**config.mk**
```make
export PLATFORM = sky130hd
export DESIGN_NAME = repairclk_module_initiator
export DESIGN_NICKNAME = d
export VERILOG_FILES = /design/src/rtl/repairclk_module_initiator.sv
export SDC_FILE = /design/constraint.sdc
export NUM_CORES = 1
export LEC_CHECK = 0
export BUFFER_PORTS_ARGS = -buffer_cell sky130_fd_sc_hd__buf_2
export CAP_MARGIN = 20
export CORE_MARGIN = 1.5
export CORE_UTILIZATION = 57
export CTS_BUF_LIST = sky130_fd_sc_hd__clkbuf_8 sky130_fd_sc_hd__clkbuf_16
export DETAILED_ROUTE_END_ITERATION = 10
export PLACE_DENSITY = 0.78
export SLEW_MARGIN = 25
export SYNTH_ARGS = -nofsm -noshare
export SYNTH_HDL_FRONTEND = slang
export SYNTH_SLANG_ARGS = --single-unit
```
**constraint.sdc**
```tcl
create_clock -name CLK -period 2.3 [get_ports CLK]
set_input_delay 0.345 -clock CLK [delete_from_list [all_inputs] [get_ports CLK]]
set_output_delay 0.345 -clock CLK [all_outputs]
set_load 0.05 [all_outputs]
```
**src/rtl/repairclk_module_initiator.sv**
```systemverilog
// repairclk_module_initiator: initiator side of MBINIT.REPAIRCLK sideband handshake.
// Ports: CLK/rst_n clock and async active-low reset; i_MBINIT_CAL_end step enable;
// i_RX_SbMessage/i_msg_valid received sideband message; i_Clock_track_result partner result;
// i_Busy_SideBand/i_falling_edge_busy TX status; i_pattern_done pattern finished;
// o_TX_SbMessage/o_ValidOutData_Module message to send; o_pattern_en pattern enable;
// o_result_logged captured result; o_REPAIRCLK_Module_end step done; o_train_error failure.
module repairclk_module_initiator #(
  parameter int         TIMEOUT_CYCLES = 8000,
  parameter int         CNT_W          = 13,
  parameter logic [2:0] PASS_RESULT    = 3'b111
) (
  input  logic       CLK,
  input  logic       rst_n,
  input  logic       i_MBINIT_CAL_end,
  input  logic [3:0] i_RX_SbMessage,
  input  logic       i_msg_valid,
  input  logic [2:0] i_Clock_track_result,
  input  logic       i_Busy_SideBand,
  input  logic       i_falling_edge_busy,
  input  logic       i_pattern_done,
  output logic [3:0] o_TX_SbMessage,
  output logic       o_ValidOutData_Module,
  output logic       o_pattern_en,
  output logic [2:0] o_result_logged,
  output logic       o_REPAIRCLK_Module_end,
  output logic       o_train_error
);
  typedef enum logic [3:0] {
    IDLE, BUSY_INIT, SEND_INIT, WAIT_INIT, PATTERN, BUSY_RESULT, SEND_RESULT,
    WAIT_RESULT, BUSY_DONE, SEND_DONE, WAIT_DONE, DONE, ERROR
  } state_t;
  localparam logic [3:0] INIT_REQ    = 4'd1;
  localparam logic [3:0] INIT_RESP   = 4'd2;
  localparam logic [3:0] RESULT_REQ  = 4'd3;
  localparam logic [3:0] RESULT_RESP = 4'd4;
  localparam logic [3:0] DONE_REQ    = 4'd5;
  localparam logic [3:0] DONE_RESP   = 4'd6;
  localparam logic [CNT_W-1:0] CNT_MAX = CNT_W'(TIMEOUT_CYCLES - 1);
  state_t           r_cs, w_ns;
  logic [CNT_W-1:0] r_cnt;
  logic [3:0]       r_tx;
  logic             r_valid, r_pattern_en, r_end, r_error;
  logic [2:0]       r_result;
  logic             w_timeout, w_init_resp, w_result_resp, w_done_resp;
  assign w_timeout     = r_cnt == CNT_MAX;
  assign w_init_resp   = i_msg_valid && i_RX_SbMessage == INIT_RESP;
  assign w_result_resp = i_msg_valid && i_RX_SbMessage == RESULT_RESP;
  assign w_done_resp   = i_msg_valid && i_RX_SbMessage == DONE_RESP;
  // An expected message arriving on the timeout cycle takes priority over the timeout.
  always_comb begin
    w_ns = r_cs;
    case (r_cs)
      IDLE:        w_ns = i_MBINIT_CAL_end ? BUSY_INIT : IDLE;
      BUSY_INIT:   w_ns = i_Busy_SideBand ? BUSY_INIT : SEND_INIT;
      SEND_INIT:   w_ns = i_falling_edge_busy ? WAIT_INIT : SEND_INIT;
      WAIT_INIT:   w_ns = w_init_resp ? PATTERN : w_timeout ? ERROR : WAIT_INIT;
      PATTERN:     w_ns = i_pattern_done ? BUSY_RESULT : w_timeout ? ERROR : PATTERN;
      BUSY_RESULT: w_ns = i_Busy_SideBand ? BUSY_RESULT : SEND_RESULT;
      SEND_RESULT: w_ns = i_falling_edge_busy ? WAIT_RESULT : SEND_RESULT;
      WAIT_RESULT: w_ns = w_result_resp ? (i_Clock_track_result == PASS_RESULT ? BUSY_DONE : ERROR)
                                        : w_timeout ? ERROR : WAIT_RESULT;
      BUSY_DONE:   w_ns = i_Busy_SideBand ? BUSY_DONE : SEND_DONE;
      SEND_DONE:   w_ns = i_falling_edge_busy ? WAIT_DONE : SEND_DONE;
      WAIT_DONE:   w_ns = w_done_resp ? DONE : w_timeout ? ERROR : WAIT_DONE;
      DONE:        w_ns = DONE;
      ERROR:       w_ns = ERROR;
      default:     w_ns = IDLE;
    endcase
    if (!i_MBINIT_CAL_end) w_ns = IDLE;
  end
  // Counter restarts on every state change so each wait gets a fresh budget; it saturates.
  always_ff @(posedge CLK or negedge rst_n) begin
    if (!rst_n) begin
      r_cs         <= IDLE;
      r_cnt        <= '0;
      r_tx         <= '0;
      r_valid      <= 1'b0;
      r_pattern_en <= 1'b0;
      r_end        <= 1'b0;
      r_error      <= 1'b0;
      r_result     <= '0;
    end else begin
      r_cs         <= w_ns;
      r_cnt        <= (w_ns != r_cs) ? '0 : w_timeout ? r_cnt : r_cnt + CNT_W'(1);
      r_tx         <= w_ns == SEND_INIT ? INIT_REQ : w_ns == SEND_RESULT ? RESULT_REQ :
                      w_ns == SEND_DONE ? DONE_REQ : 4'd0;
      r_valid      <= w_ns == SEND_INIT || w_ns == SEND_RESULT || w_ns == SEND_DONE;
      r_pattern_en <= w_ns == PATTERN;
      r_end        <= w_ns == DONE;
      r_error      <= w_ns == ERROR;
      r_result     <= w_ns == IDLE ? 3'd0 :
                      (r_cs == WAIT_RESULT && w_result_resp) ? i_Clock_track_result : r_result;
    end
  end
  assign o_TX_SbMessage         = r_tx;
  assign o_ValidOutData_Module  = r_valid;
  assign o_pattern_en           = r_pattern_en;
  assign o_result_logged        = r_result;
  assign o_REPAIRCLK_Module_end = r_end;
  assign o_train_error          = r_error;
endmodule

```
---- Yosys cells after proc, flatten, opt, wreduce, memory -nomap -nowiden ----
Index checks and enable logic that the tools add are counted.
storage, ports and cells
  register bits after elaboration ......... 27
  input port bits ......................... 14
  output and inout bits ................... 11
  word-level logic and storage cells ...... 67
operators by class
  add/sub/neg operators ................... 1
  eq/ne operators ......................... 25
  multiplexer cells ....................... 24
  reduce and logical (&&, ||, !) cells .... 9
operator list
  cell                                                   count
  one-hot mux 4 bit (13 select lines)                    1
  == test 4 x 3 -> 1 bit, second input constant          8
  == test 4 bit, second input constant                   8
  two-way mux 4 bit                                      7
  two-way mux 13 bit                                     2
  two-way mux 3 bit                                      8
  == test 4 x 2 -> 1 bit, second input constant          4
  adder 13 x 1 -> 13 bit, second input constant          1
  == test 13 bit, second input constant                  1
  zero test 4 bit                                        2
  two-way mux 2 bit                                      3
  == test 4 x 1 -> 1 bit, second input constant          1
  logical AND 1 bit                                      4
  inequality test 4 bit                                  1
  == test 3 bit, second input constant                   1
  two-way mux 1 bit                                      3
  logical OR 1 bit                                       2
  inequality test 2 x 1 -> 1 bit, second input constant  1
  nonzero test 2 bit                                     1

---- Depth between registers and ports, before layout ----
  word-level depth ........................ 9
  mapped depth ............................ 9

---- Worst setup path before layout ----
Ideal clock, no wire load.
  path type ............................... register to register
  from .................................... register r_cs[2]
  to ...................................... register r_cnt[10]
  data arrival time ....................... 1.899 ns
  path slack .............................. 0.275 ns
  stages on the path, launching flop included .. 8
  period minus slack after synthesis ...... 2.025 ns
  cell sequence ........................... dfrtp_1 or3b_4 a2111oi_4 nor3_2 o21a_4 o22ai_4 buf_12 nor3_2
between the ends
  word-level cells in the longest chain between the ends .. 5
RTL lines
  element                                                                         line  source
  from (decl)                                                                     39    state_t r_cs, w_ns;
  from (signal assigned)                                                          83    r_cs <= w_ns;
  == test 4 bit (tied with other cells)                                           52    case (r_cs)
  one-hot mux 4 bit (13 select lines) (*)                                         52
  two-way mux 4 bit (*)                                                           69    if (!i_MBINIT_CAL_end) w_ns = IDLE;
  net w_ns[0]                                                                     39
  inequality test 4 bit (*)                                                       84    r_cnt <= (w_ns != r_cs) ? '0 : w_timeout ? r_cnt : r_cnt + CNT_W'(1);
  inequality test 2 x 1 -> 1 bit (no line) or two-way mux 13 bit (tied branches)  -
  to (signal assigned)                                                            84
  to (decl)                                                                       40    logic [CNT_W-1:0] r_cnt;
Mark *: on every way through the listed nets, which the timed path passes. The rest lies on a longest branch.
A chain may end at the register's enable or synchronous reset.

---- Worst setup path after layout ----
  from .................................... register r_cnt[2]
  to ...................................... register r_pattern_en, in the netlist o_pattern_en
between the ends
  word-level cells in the longest chain between the ends .. 6
RTL lines
  element                                    line  source
  == test 13 bit (*)                         45    assign w_timeout = r_cnt == CNT_MAX;
  two-way mux 4 bit (tied with other cells)  61    : w_timeout ? ERROR : WAIT_RESULT;
  two-way mux 4 bit (tied with other cells)  60    WAIT_RESULT: w_ns = w_result_resp ? (i_Clock_track_result == PASS_RESULT ? BUSY_DONE : ERROR)
  one-hot mux 4 bit (13 select lines) (*)    52
  two-way mux 4 bit (*)                      69
  == test 4 x 3 -> 1 bit (*)                 88    r_pattern_en <= w_ns == PATTERN;
  to (signal assigned)                       78    r_pattern_en <= 1'b0;
  to (signal assigned)                       88
  to (decl)                                  42    logic r_valid, r_pattern_en, r_end, r_error;
Mark *: on every way between the ends. The rest lies on a longest branch, timed or not.

==> impl_metrics.yaml <==
pwr:
  switchingPower_uw: 279.8
  p_comb_frac: 0.184
  seq_power_share: 0.533
  p_leak_nw: 0.8673
  power.density_nw_per_um2: 485.3
  swShare: 0.2906
  intPower_uw: 683.2
  vdd_drop_max_uv: 247.4
  p_clk_frac: 0.283
clocking:
  cts_tree: "yes"
  path_clk_slew_ns: 0.10
  cts_root_buf: "clkbuf_8"
  h-tree-depth: 1
  cts_buffers: 3
  insertion_delay_ns: 0.28
  clockBufferDepth: 2
  clock-sinks: 27
yosys:
  synth_area_um2: 1779
  syn-num-nets: 193
  synthMuxAreaShare: 0.02250
  synth_area_per_cell_um2: 9.996
  synth_edf_count: 0
  ys_ff_latch: 27
  ys_warn_count: 0
  synth_top_family_by_area: "simple AND/OR/NAND/NOR gates"
  synth_top_flop_cell: "dfrtp_1"
  synth_cell_types: 61
  synth_compound_area_frac: 0.1449
  synthArstFlopShare: 1.000
  synth_adder_area_share: 0.007032
  yosys.area_share.simple: 0.3305
  synth-xor-area-share: 0.05415
  seq_area_frac_synth: 0.3797
  synthCells: 178
sta:
  hold_violations: 0
  setup_viol: 0
  fmax_ghz: 0.4654
  min_period_ns: 2.149
  fin_crit_sh: 0.9342
  rsz0062_at_grt: "no"
  final-max-slew-violation-count: 0
  finalSetupTns_ns: 0
  worst_pin_slew_ns: 0.6080
  relSlewSlack: 0.5947
  finalClockSkew_ns: 0.006427
die:
  die-area_um2: 3466
  die_h_um: 58.87
  start_util: 0.5925
  core_um2: 3003
  placementRows: 20
  die_w_um: 58.87
  io_pins: 25
setup_path:
  crit_path_end_kind: "flop"
  crit_type: "flop to flop"
  cp_max_fo: 6
  worst_ep_required_time_ns: 2.49
  critPathLaunchType: "flop"
  critPathArrivalTime_ns: 2.34
  reg2reg_slack_ns: 0.15
grt:
  grt_max_degree: 28
  grtUsageMet2: 0.3968
  grt_pass1_vias: 1361
  grt-ovfl-total: 0
  met3_usage: 0.03297
  grt-busiest-layer: "met2"
  antenna_found_initial: 0
  track_usage: 0.2307
  use_met1: 0.2940
  grt_pass1_wl_um: 6099
flow_run:
  drv_cap: 0
finish:
  num_antenna_cells: 0
  final_cell_area_um2: 1984
  fin_cells: 235
  drive_above_1_share: 0.3317
  area_growth_pct: 11.53
  post-route-util: 0.6608
  nets: 218
route:
  num_vias: 1498
  drtAntennaViolNets: 0
  finalWirelength_um: 3784
  drtPass1Iterations: 4
  post_drt_wl_per_cell_um: 16.10
  route.detailed.drc: 0
  post_drt_via_cell_ratio: 6.374
  first_iter_violations: 79
placement:
  dp_hpwl_um: 2771
  port_buffers: 23
  gp_congestion: 0.9164
  dp.cells: 230
  post_dp_cell_area_um2: 1923
status:
  status: "completed"
min_path:
  hp-class: "input pin to asynchronous set/reset pin"
[path summary, 6_finish.rpt]
check / start / endpoint / cells after the start
worst min-delay path: rst_n / r_cnt[11]$_DFFE_PN0P_ / 1
max in group asynchronous: rst_n / r_cs[1]$_DFF_PN0_ / 1
worst max-delay path: r_cnt[2]$_DFFE_PN0P_ / o_pattern_en$_DFF_PN0_ / 6
min in group CLK: i_Clock_track_result[2] / o_result_logged[2]$_DFFE_PN0P_ / 3
worst min register to register: o_result_logged[2]$_DFFE_PN0P_ / o_result_logged[2]$_DFFE_PN0P_ / 2
worst max register to register: r_cnt[2]$_DFFE_PN0P_ / o_pattern_en$_DFF_PN0_ / 6
[cells in the mapped netlist, drive strengths merged (2+ instances only)]
master	instances	area, µm²
a31oi	2	18.77
o32ai	2	17.52
inv	6	22.52
mux2i	4	40.04
a311oi	2	17.52
and3	2	13.77
and2	4	31.29
xnor2	4	35.03
nand2b	3	18.77
xor2	7	61.31
nand2	16	60.06
nor2	11	41.29
and4	5	43.79
nor3	17	140.1
o22ai	2	26.28
o21ai	7	35.03
nor3b	2	15.01
nand4	7	43.79
or3	3	20.02
a41oi	2	17.52
dfrtp	27	675.7
or2	2	12.51
nor4	5	37.53
a21o	3	23.77
and3b	2	18.77
buf	9	68.82
nand3	3	15.01
[power by group through the flow]
stage	combinational (mW)	clock, mW	sequential (mW)
after floorplan	0.133	0	0.512
after global placement	0.171	0	0.521
after detailed placement	0.176	0	0.521
after CTS	0.177	0.278	0.512
after global routing	0.190	0.300	0.517
final	0.177	0.273	0.514
[sequential cells by signal, indices dropped and copies added, names as in the netlist]
name / flops
o_ValidOutData_Module: 1
o_pattern_en: 1
o_train_error: 1
o_REPAIRCLK_Module_end: 1
o_result_logged: 3
o_TX_SbMessage: 3
r_cnt: 13
r_cs: 4
[cell usage in the layout (no fill, tap or decap), drive strengths merged, types with 3 or more instances in the layout]
cell type	instances
nand4	7
clkbuf	3
a21o	3
nor3	17
buf	30
or3	3
nand2b	3
dfrtp	27
xor2	7
nor4	5
nand3	3
nor2	11
o21ai	7
mux2i	4
inv	6
nand2	16
and2	4
and4	5
xnor2	4
[critical path, cell delays in order, from the launching register on]
cell and delay (ns):
dfrtp_1 0.46, and4_1 0.29, nand4_1 0.21, o32a_1 0.41
o22ai_1 0.16, nand2_1 0.22, nor4_2 0.32
[cell families after synthesis]
kind of cell	count (synthesis)
AO/OA/AOI/OAI	29
XOR/XNOR	11
adder cells (fa/ha/maj)	1
buffers and inverters	16
flip-flops	27
multiplexers	4
other	1
AND/OR/NAND/NOR	89
[per-layer routing]
metal | vias to the layer above | share of wire
met1 | 720 | 0.41
li1 | 712 | -
met4 | 0 | 0.015
met5 | - | 0
met3 | 8 | 0.049
met2 | 58 | 0.52
[per-stage QoR]
stage,hold WS (ns),worst slack (ns),power [mW]
floorplan,0.04941,0.2750,0.6454
finish,0.06265,0.1514,0.9630
CTS,0.08105,0.09297,0.9668
global route,0.09776,0.01576,1.007
global placement,0.3715,0.1672,0.6911
detailed placement,0.3849,0.1118,0.6974
[layout make-up]
cell class,count,area [µm²]
multi-input cells,135,1003
repair buffers,30,192.7
flip-flops and latches,27,678.2
clock buffers,3,41.29
well taps,33,41.29
clock inverters,1,5.005
inverters,6,22.52
fillers,248,1018
[repair_timing]
item / CTS / global route
resized for setup: 0 / 3
setup buffers: 0 / 1
hold buffers: 0 / 0
setup endpoints to repair: 0 / 5
Note: power is estimated with default switching activity, not from simulation.
